--- src/rtl/matrix_cfg_pkg.sv ---
// -----------------------------------------------------------------------------
// matrix_cfg_pkg
// Shared definitions for the pin-matrix configuration loader.
//   - default pin counts and config word width
//   - side codes carried in word[2:0]
//   - error codes reported on err_code
//   - loader state encoding
// No ports (package).
// -----------------------------------------------------------------------------
package matrix_cfg_pkg;

    localparam int NUM_TB_DEF = 5;   // pins on the top and on the bottom edge
    localparam int NUM_LR_DEF = 4;   // pins on the left and on the right edge
    localparam int CFG_W_DEF  = 6;   // [2:0] side, [5:3] index
    localparam int SIDE_W     = 3;

    typedef enum logic [2:0] {
        SIDE_HIZ    = 3'd0,
        SIDE_TOP    = 3'd1,
        SIDE_RIGHT  = 3'd2,
        SIDE_BOTTOM = 3'd3,
        SIDE_LEFT   = 3'd4
    } side_e;

    typedef enum logic [2:0] {
        ERR_NONE  = 3'd0,
        ERR_SIDE  = 3'd1,
        ERR_INDEX = 3'd2,
        ERR_SELF  = 3'd3,
        ERR_CRC   = 3'd4
    } err_e;

    typedef enum logic [1:0] {
        ST_IDLE   = 2'd0,
        ST_LOAD   = 2'd1,
        ST_CHECK  = 2'd2,
        ST_COMMIT = 2'd3
    } state_e;

endpackage

--- src/rtl/matrix_cfg_check.sv ---
// -----------------------------------------------------------------------------
// matrix_cfg_check
// Combinational legality check of one config word against the pin it is
// being loaded into.
// Ports:
//   word     in   CFG_W  config word: [2:0] side, [CFG_W-1:3] index
//   pin_idx  in   CNT_W  load position 0..2*NUM_TB+2*NUM_LR-1
//                        (top, bottom, left, right order)
//   err_code out  3      ERR_NONE / ERR_SIDE / ERR_INDEX / ERR_SELF
// -----------------------------------------------------------------------------
module matrix_cfg_check
    import matrix_cfg_pkg::*;
#(
    parameter int NUM_TB = NUM_TB_DEF,
    parameter int NUM_LR = NUM_LR_DEF,
    parameter int CFG_W  = CFG_W_DEF,
    parameter int CNT_W  = 5
) (
    input  logic [CFG_W-1:0] word,
    input  logic [CNT_W-1:0] pin_idx,
    output logic [2:0]       err_code
);

    localparam int IDX_W = CFG_W - SIDE_W;

    logic [SIDE_W-1:0] w_side;
    logic [IDX_W-1:0]  w_idx;
    int                pin_pos;
    int                w_num;
    side_e             pin_side;
    int                pin_num;
    logic              tb_side;
    logic              lr_side;

    assign w_side  = word[SIDE_W-1:0];
    assign w_idx   = word[CFG_W-1:SIDE_W];
    assign w_num   = int'(w_idx);
    assign pin_pos = int'(pin_idx);
    assign tb_side = (w_side == SIDE_TOP)   || (w_side == SIDE_BOTTOM);
    assign lr_side = (w_side == SIDE_RIGHT) || (w_side == SIDE_LEFT);

    // Map the load position back to the (side, index) of the pin being loaded.
    always_comb begin
        pin_side = SIDE_TOP;
        pin_num  = pin_pos;
        if (pin_pos < NUM_TB) begin
            pin_side = SIDE_TOP;
            pin_num  = pin_pos;
        end else if (pin_pos < 2*NUM_TB) begin
            pin_side = SIDE_BOTTOM;
            pin_num  = pin_pos - NUM_TB;
        end else if (pin_pos < 2*NUM_TB + NUM_LR) begin
            pin_side = SIDE_LEFT;
            pin_num  = pin_pos - 2*NUM_TB;
        end else begin
            pin_side = SIDE_RIGHT;
            pin_num  = pin_pos - 2*NUM_TB - NUM_LR;
        end
    end

    // Hi-Z (side 0) is always legal whatever the index bits hold.
    always_comb begin
        err_code = ERR_NONE;
        if (w_side > SIDE_LEFT) begin
            err_code = ERR_SIDE;
        end else if (w_side == SIDE_HIZ) begin
            err_code = ERR_NONE;
        end else if ((tb_side && (w_num >= NUM_TB)) || (lr_side && (w_num >= NUM_LR))) begin
            err_code = ERR_INDEX;
        end else if ((w_side == pin_side) && (w_num == pin_num)) begin
            err_code = ERR_SELF;
        end
    end

endmodule

--- src/rtl/matrix_cfg_loader.sv ---
// -----------------------------------------------------------------------------
// matrix_cfg_loader
// Streams one config word per pin into a shadow array, checks each word as it
// arrives and, if the whole set is legal, copies it to the active outputs in a
// single cycle together with a done pulse. Any illegal word aborts the load,
// pulses err and leaves the active config untouched.
//
// Build option: define MATRIX_CFG_CRC_EN to require one extra word after the
// pin words, equal to the XOR of all of them (mismatch -> err code 4).
//
// Ports:
//   clk                        in   rising-edge clock
//   rst                        in   synchronous active-high reset
//   start                      in   begin a load (IDLE only)
//   in_valid / in_ready        in/out  word handshake
//   in_word                    in   CFG_W config word
//   dtop_flat, dbottom_flat    out  NUM_TB*CFG_W active config, pin i at [i*CFG_W +: CFG_W]
//   dleft_flat, dright_flat    out  NUM_LR*CFG_W active config, same packing
//   busy                       out  not IDLE
//   done                       out  one-cycle pulse on commit
//   err                        out  one-cycle pulse on abort
//   err_code                   out  3-bit reason, held until the next start
// -----------------------------------------------------------------------------
module matrix_cfg_loader
    import matrix_cfg_pkg::*;
#(
    parameter int NUM_TB = NUM_TB_DEF,
    parameter int NUM_LR = NUM_LR_DEF,
    parameter int CFG_W  = CFG_W_DEF
) (
    input  logic                    clk,
    input  logic                    rst,
    input  logic                    start,
    input  logic                    in_valid,
    output logic                    in_ready,
    input  logic [CFG_W-1:0]        in_word,
    output logic [NUM_TB*CFG_W-1:0] dtop_flat,
    output logic [NUM_TB*CFG_W-1:0] dbottom_flat,
    output logic [NUM_LR*CFG_W-1:0] dleft_flat,
    output logic [NUM_LR*CFG_W-1:0] dright_flat,
    output logic                    busy,
    output logic                    done,
    output logic                    err,
    output logic [2:0]              err_code
);

    localparam int NUM_WORDS = 2*NUM_TB + 2*NUM_LR;
    localparam int CNT_W     = $clog2(NUM_WORDS + 1);
    localparam int ARR_W     = NUM_WORDS * CFG_W;
    localparam logic [CNT_W-1:0] LAST_IDX = CNT_W'(NUM_WORDS - 1);

    state_e            state_q,    state_d;
    logic [CNT_W-1:0]  cnt_q,      cnt_d;
    logic [ARR_W-1:0]  shadow_q,   shadow_d;
    logic [ARR_W-1:0]  active_q,   active_d;
    logic              in_ready_q, in_ready_d;
    logic              busy_q,     busy_d;
    logic              done_q,     done_d;
    logic              err_q,      err_d;
    logic [2:0]        err_code_q, err_code_d;
`ifdef MATRIX_CFG_CRC_EN
    logic [CFG_W-1:0]  crc_q,      crc_d;
`endif

    logic       xfer;
    logic [2:0] chk_code;

    assign xfer = in_valid && in_ready_q;

    matrix_cfg_check #(
        .NUM_TB (NUM_TB),
        .NUM_LR (NUM_LR),
        .CFG_W  (CFG_W),
        .CNT_W  (CNT_W)
    ) u_check (
        .word     (in_word),
        .pin_idx  (cnt_q),
        .err_code (chk_code)
    );

    always_comb begin
        state_d    = state_q;
        cnt_d      = cnt_q;
        shadow_d   = shadow_q;
        active_d   = active_q;
        done_d     = 1'b0;
        err_d      = 1'b0;
        err_code_d = err_code_q;
`ifdef MATRIX_CFG_CRC_EN
        crc_d      = crc_q;
`endif
        case (state_q)
            ST_IDLE: begin
                // err_q marks the cycle an abort is reported; a start there
                // belongs to the aborted load and is dropped.
                if (start && !err_q) begin
                    state_d    = ST_LOAD;
                    cnt_d      = '0;
                    err_code_d = ERR_NONE;
`ifdef MATRIX_CFG_CRC_EN
                    crc_d      = '0;
`endif
                end
            end
            ST_LOAD: begin
                if (xfer) begin
                    if (chk_code != ERR_NONE) begin
                        state_d    = ST_IDLE;
                        err_d      = 1'b1;
                        err_code_d = chk_code;
                        shadow_d   = '0;
                    end else begin
                        shadow_d[int'(cnt_q)*CFG_W +: CFG_W] = in_word;
                        cnt_d = cnt_q + CNT_W'(1);
`ifdef MATRIX_CFG_CRC_EN
                        crc_d = crc_q ^ in_word;
                        if (cnt_q == LAST_IDX) begin
                            state_d = ST_CHECK;
                        end
`else
                        // Last pin word: publish the whole set together with done.
                        if (cnt_q == LAST_IDX) begin
                            state_d  = ST_COMMIT;
                            done_d   = 1'b1;
                            active_d = shadow_d;
                        end
`endif
                    end
                end
            end
`ifdef MATRIX_CFG_CRC_EN
            ST_CHECK: begin
                if (xfer) begin
                    if (in_word == crc_q) begin
                        state_d  = ST_COMMIT;
                        done_d   = 1'b1;
                        active_d = shadow_q;
                    end else begin
                        state_d    = ST_IDLE;
                        err_d      = 1'b1;
                        err_code_d = ERR_CRC;
                        shadow_d   = '0;
                    end
                end
            end
`endif
            ST_COMMIT: begin
                state_d = ST_IDLE;
            end
            default: begin
                state_d = ST_IDLE;
            end
        endcase

        in_ready_d = (state_d == ST_LOAD) || (state_d == ST_CHECK);
        busy_d     = (state_d != ST_IDLE);
    end

    always_ff @(posedge clk) begin
        if (rst) begin
            state_q    <= ST_IDLE;
            cnt_q      <= '0;
            shadow_q   <= '0;
            active_q   <= '0;
            in_ready_q <= 1'b0;
            busy_q     <= 1'b0;
            done_q     <= 1'b0;
            err_q      <= 1'b0;
            err_code_q <= ERR_NONE;
`ifdef MATRIX_CFG_CRC_EN
            crc_q      <= '0;
`endif
        end else begin
            state_q    <= state_d;
            cnt_q      <= cnt_d;
            shadow_q   <= shadow_d;
            active_q   <= active_d;
            in_ready_q <= in_ready_d;
            busy_q     <= busy_d;
            done_q     <= done_d;
            err_q      <= err_d;
            err_code_q <= err_code_d;
`ifdef MATRIX_CFG_CRC_EN
            crc_q      <= crc_d;
`endif
        end
    end

    assign in_ready     = in_ready_q;
    assign busy         = busy_q;
    assign done         = done_q;
    assign err          = err_q;
    assign err_code     = err_code_q;
    assign dtop_flat    = active_q[0 +: NUM_TB*CFG_W];
    assign dbottom_flat = active_q[NUM_TB*CFG_W +: NUM_TB*CFG_W];
    assign dleft_flat   = active_q[2*NUM_TB*CFG_W +: NUM_LR*CFG_W];
    assign dright_flat  = active_q[(2*NUM_TB+NUM_LR)*CFG_W +: NUM_LR*CFG_W];

endmodule

--- config.mk ---
export PLATFORM = sky130hd
export DESIGN_NAME = matrix_cfg_loader
export DESIGN_NICKNAME = d
export VERILOG_FILES = /design/src/rtl/matrix_cfg_pkg.sv /design/src/rtl/matrix_cfg_check.sv /design/src/rtl/matrix_cfg_loader.sv
export SDC_FILE = /design/constraint.sdc
export NUM_CORES = 1
export LEC_CHECK = 0
export CORE_UTILIZATION = 40
export CTS_CLUSTER_DIAMETER = 60
export CTS_CLUSTER_SIZE = 30
export DETAILED_ROUTE_END_ITERATION = 8
export MAX_ROUTING_LAYER = met4
export SETUP_SLACK_MARGIN = 0.15
export SYNTH_ARGS = -nofsm -noshare
export SYNTH_HDL_FRONTEND = slang
export SYNTH_SLANG_ARGS = --single-unit
--- constraint.sdc ---
create_clock -name clk -period 4.31 [get_ports clk]
set_clock_uncertainty 0.2 [all_clocks]
set_input_delay 1.0775 -clock clk [delete_from_list [all_inputs] [get_ports clk]]
set_output_delay 1.0775 -clock clk [all_outputs]
set_load 0.01 [all_outputs]
; Word level (Yosys, flattened, before mapping)
; Cells that the tools add are included.
[totals]
inputBits = 10
latchBits = 0
romBits = 0
regBits = 230
mem_count = 0
ramBits = 0
elab_cells = 88
[classes]
addsub = 5
div_mod_pow = 0
reduce_logical = 21
shifts = 2
bitwise = 3
eq_ne = 14
n_mul = 1
mux = 27
magnitude_cmp = 6
[op_table]
columns = op, n
row1 = 108-bit bitwise mux, 1
row2 = 108-bit 2-to-1 mux, 1
row3 = 6-bit by 33-bit variable shift with 108-bit output (first input constant), 1
row4 = 6-bit by 33-bit indexed part select with 108-bit output, 1
row5 = 32-bit 2-to-1 mux, 3
row6 = 8-bit negator with 33-bit output, 1
row7 = 4-bit by 32-bit equality test with 1-bit output, 1
row8 = 32-bit by 4-bit subtractor with 32-bit output (second input constant), 1
row9 = 3-bit 2-to-1 mux, 9
row10 = 5-bit 2-to-1 mux, 3
row11 = 4-bit AND reduction, 3
row12 = 5-bit by 4-bit < comparator with 1-bit output (second input constant), 2
row13 = 2-bit 2-to-1 mux, 5
row14 = 5-bit one-hot mux with 2 select lines, 1
row15 = 2-bit inequality test (second input constant), 4
row16 = 5-bit by 2-bit multiplier with 7-bit output (second input constant), 1
row17 = 3-bit by 2-bit equality test with 1-bit output (second input constant), 2
row18 = 3-bit >= comparator (second input constant), 2
row19 = 3-bit one-hot mux with 2 select lines, 1
row20 = 5-bit by 3-bit subtractor with 6-bit output (second input constant), 1
row21 = 5-bit by 4-bit subtractor with 6-bit output (second input constant), 1
row22 = 5-bit by 1-bit adder with 5-bit output (second input constant), 1
row23 = 5-bit equality test (second input constant), 1
row24 = 1-bit logical AND, 5
row25 = other kinds (19), 27

; Logic depth before layout (Yosys ltp)
[depth]
depth_word = 17
depth_mapped = 20
depth_no_buf = 16

; Cells and area by module
; From an unflattened synthesis, not the netlist that was laid out.
[unflattened]
hier_cells = 1431
hier_area_um2 = 11880.1
[by_module_without_submodules]
columns = module, area_per_inst_um2, cells_each, instances, seq_area_each_um2
row1 = matrix_cfg_loader, 11278.3, 1348, 1, 4604.4
row2 = matrix_cfg_check, 601.8, 83, 1, 0.0

; Worst setup path after synthesis
; OpenSTA, ideal clock, no wires.
[synth_path]
kind = reg2reg
start = reg cnt_q[1]
end = reg shadow_q[24]
synth_period_minus_slack_ns = 4.161
t_arrival_ns = 3.844
setup_time_ns = 0.117
setup_slack_ns = 0.149
stages_incl_launch_ff = 17
t_required_ns = 3.993
path_cell_list = dfxtp_1 ha_1 inv_1 fa_1 nand2b_1 a21oi_1 xnor2_2 buf_4 and3_1 ha_1 clkbuf_1 nand2_1 nor3b_1 a21oi_1 nor3_1 o21ai_0 a22o_1
[synth_via]
elab_chain_cells = 13
elab_cells_between_ends = 26
classes_between = 4 x add/sub / 1 x mul / 3 x order compare / 2 x eq/ne / 2 x shift / 12 x mux / 2 x reduce/logical
[synth_lines]
columns = element, line_no
row1 = from (decl), matrix_cfg_loader.sv:53  ; logic [CNT_W-1:0] cnt_q, cnt_d;
row2 = from (signal assigned), matrix_cfg_loader.sv:175  ; cnt_q <= cnt_d;
row3 = 5-bit by 4-bit subtractor with 6-bit output, "matrix_cfg_check.sv:54, matrix_cfg_check.sv:57"
row4 = 32-bit by 4-bit subtractor with 32-bit output, matrix_cfg_check.sv:57  ; pin_num = pin_pos - 2*NUM_TB - NUM_LR;
row5 = 32-bit 2-to-1 mux, matrix_cfg_check.sv:52  ; end else if (pin_pos < 2*NUM_TB + NUM_LR) begin
row6 = 32-bit 2-to-1 mux, matrix_cfg_check.sv:49  ; end else if (pin_pos < 2*NUM_TB) begin
row7 = 32-bit 2-to-1 mux, matrix_cfg_check.sv:46  ; if (pin_pos < NUM_TB) begin
row8 = 4-bit by 32-bit equality test with 1-bit output, matrix_cfg_check.sv:70  ; end else if ((w_side == pin_side) && (w_num == pin_num)) begin
row9 = 1-bit logical AND, matrix_cfg_check.sv:70
row10 = 2-bit 2-to-1 mux, matrix_cfg_check.sv:70
row11 = 3-bit 2-to-1 mux, matrix_cfg_check.sv:68  ; end else if ((tb_side && (w_num >= NUM_TB)) || (lr_side && (w_num >= NUM_LR))) begin
row12 = 3-bit 2-to-1 mux, matrix_cfg_check.sv:66  ; end else if (w_side == SIDE_HIZ) begin
row13 = 3-bit 2-to-1 mux, matrix_cfg_check.sv:64  ; if (w_side > SIDE_LEFT) begin
row14 = 3-bit nonzero test, matrix_cfg_loader.sv:107  ; if (chk_code != ERR_NONE) begin
row15 = 108-bit 2-to-1 mux *, matrix_cfg_loader.sv:107
row16 = to (signal assigned), matrix_cfg_loader.sv:176  ; shadow_q <= shadow_d;
row17 = to (decl), matrix_cfg_loader.sv:54  ; logic [ARR_W-1:0] shadow_q, shadow_d;
; Mark *: on every way between the ends. The rest lies on a longest branch, timed or not.
; A chain may end at the register's enable or synchronous reset.

; Worst setup path in the final report
[layout_path]
start = reg cnt_q[1]
end = reg shadow_q[100]
; Same word-level chain as after synthesis.

==> run_results.csv <==
group,metric,value,unit
outcome,status,"complete, no violations",
cts,cts.sinks,229,
cells_and_area,nets,1577,
critical_path,reg2regPathDepth,15,
critical_path,r2r-end,"shadow_q[100]",
worst_hold_path,hold_end,"shadow_q[93]",
die,die_x,173,um
sta,fmax,247,MHz
cts,path_clk_slew,0.07,ns
sta,hold_viol_final,0,
yosys,yosys_warnings,0,
placed_design,port_buffers,123,
cells_and_area,final_common_cell,"dfxtp_1",
yosys,ys_types,83,
sta,finalSetupViolations,0,
grt,grt_use_total,24.4,%
run,maxCapViolCount,0,
power,p_leak,5.14,nW
placed_design,dp_cells,1898,
cells_and_area,multi_input_area,6630,um^2
die,io_pins,125,
sta,post-route-period-util,93.9,%
routing,wl,37000,um
critical_path,r2r_setup_slack,0.26,ns
yosys,syn_nets,1394,
yosys,synthTopCellsByArea,"dfxtp_1, mux2i_1, o21ai_0, a211oi_2, nand2_1",
cells_and_area,layout_common_cells,"dfxtp_1, nand2_1, nor2_1",
sta,rsz0062_at_grt,"true",
critical_path,start_kind,"flop",
cts,cts_tree,"built",
sta,fin_setup_tns,0,ns
yosys,yosysTopAreaCell,"dfxtp_1",
routing,avgRoutedWirePerCell,19.0,um
placed_design,gp_congestion,0.959,
critical_path,crit_type,"flop to flop",
critical_path,cp_max_fo,7,
critical_path,regToRegStartpoint,"cnt_q[1]",
placed_design,dpl.hpwl,26100,um
cells_and_area,layout-drive-gt1-share,18.0,%
yosys,synth_top_area_share,39.0,%
routing,first_iter_violations,853,
grt,overflow,0,
cells_and_area,diodes,0,
worst_hold_path,hold_depth,2,
yosys,yosysSeqAreaShare,39.0,%
critical_path,required,4.52,ns
routing,drcViolationCount,0,
yosys,async_flop_share,0,%
power,powerDensity,302,nW/um^2
cells_and_area,syn_to_final_growth,27.5,%
routing,dr.pass1.iters,6,
grt,antenna_found_initial,0,
routing,vias_per_cell,5.66,
yosys,synth-main-ff-cell,"dfxtp_1",
grt,grt_pass1_wl,57300,um
cells_and_area,fillCellCount,2710,
cts,clkLatencyLatePin,0.54,ns
cells_and_area,ff_latch_area,4590,um^2
worst_hold_path,hp-class,"flop to flop",
sta,worstMarginPinSlew,0.852,ns
cts,htreeDepth,1,
yosys,yosys_register_bits,229,
sta,maxSlewHeadroom,43.2,%
cts,cts_max_path_buffers,3,
die,core,28800,um^2
critical_path,endpoint_kind,"flop",
routing,final_antenna_net_count,0,
yosys,synth_edf_count,0,
die,start_util,40.8,%
yosys,netlist_area,11700,um^2
cells_and_area,fin_cells,1944,
grt,grt_pass1_vias,10100,
yosys,synthCells,1361,
sta,report.final.slew_viol_count,0,
worst_hold_path,hold_start,"shadow_q[93]",
die,die_y,173,um
cts,cts_root_buf,"clkbuf_16",
yosys,avgSynthCellArea,8.63,um^2
cts,cts_buffers,23,
die,dieArea,30000,um^2
power,power,4.53,mW
routing,vias,11000,
grt,grt_max_degree,90,
power,ir_drop,0.295,mV
die,num_rows,62,
critical_path,arrival,4.25,ns
sta,fin_crit,4.05,ns
## cell type report
cell class,count,share of cell area [%]
multi-input cells,1017,44.3
inverters,18,0.460
repair buffers,255,15.7
clock inverters,17,1.80
clock buffers,24,3.94
flip-flops and latches,229,30.6
well taps,384,3.21
## registers in the layout, summed over array words and instances (netlist names)
register / flops
active_q: 108
busy: 1
cnt_q: 5
done: 1
err: 1
err_code: 2
in_ready: 1
shadow_q: 108
state_q: 2
## kinds of logic (layout without fill, tap and decap cells)
family / Yosys count / in the layout / synth area share (%)
buffers and inverters: 115 / 314 / 4.99
and+or+nand+nor: 480 / 480 / 19.6
muxes: 75 / 75 / 6.41
AOI/OAI and AO/OA: 419 / 419 / 25.6
xor gates and xnor gates: 19 / 19 / 1.79
DFF: 229 / 229 / 39.0
other: 1 / 1 / 0.0319
adders and majority gates: 23 / 23 / 2.51
## worst max-delay path by stage
stage                           from            end  depth (start not counted)
final                       cnt_q[1]  shadow_q[100]                         15
after global routing        cnt_q[1]   active_q[66]                         16
after CTS                   cnt_q[2]     state_q[1]                         16
after detailed placement  in_word[3]     state_q[1]                         11
after global placement    in_word[2]   shadow_q[33]                          9
after floorplan             cnt_q[1]   shadow_q[24]                         16
## worst max-delay path: stages, from the launching register on
cell and delay (ns):
dfxtp_2 0.39, ha_1 0.24, inv_1 0.10, fa_1 0.46, nand2b_1 0.19, a21oi_1 0.21
xnor2_2 0.10, and3_1 0.19, ha_1 0.26, nor4_2 0.43, buf_4 0.24, mux2i_1 0.08
o22ai_1 0.26, nand3_1 0.21, mux2i_1 0.25, o21ai_0 0.11
## power breakdown
| part | switching (mW) | internal, mW | total [mW] |
|---|---|---|---|
| clock network | 1.02 | 1.20 | 2.21 |
| registers | 0.00216 | 2.12 | 2.12 |
| logic | 0.131 | 0.0621 | 0.193 |
| total | 1.15 | 3.38 | 4.53 |
## through the flow
| step | hold WS (ns) | area, um^2 | util, % | setup WS, ns |
|---|---|---|---|---|
| after floorplan | 0.219 | 11700 | - | 0.149 |
| after global placement | 0.231 | 14000 | 48.5 | 0.173 |
| after detailed placement | 0.242 | 14000 | 48.5 | 0.137 |
| after CTS | 0.258 | 14800 | 51.5 | 0.152 |
| after global routing | 0.278 | 15000 | 52.0 | 0.0540 |
| final | 0.252 | 15000 | 52.0 | 0.264 |
## Yosys cell counts, types with 23 or more instances
cell      number
a211oi_1      27
a22o_1        32
nor2_1       136
o211ai_1      28
nand3_1       38
o21ai_0      111
a21oi_1       59
nand2_1      144
mux2i_1       73
dfxtp_1      229
buf_2         23
nor3_1        34
clkbuf_1      52
a211oi_2      44
## per-layer routing
metal	up-vias	global-route usage, %	wire, um
li1	5329	-	-
met1	5243	35.0	18000
met2	373	36.2	15900
met3	51	2.68	2130
met4	0	6.12	923
met5	-	-	0
## what timing repair did
| action | 4_1_cts | 5_1_grt |
|---|---|---|
| hold buffers | 0 | 0 |
| gates resized for setup | 0 | 20 |
| setup endpoints to repair | 0 | 216 |
| buffers inserted | 0 | 3 |
(Power assumes the default switching activity.)
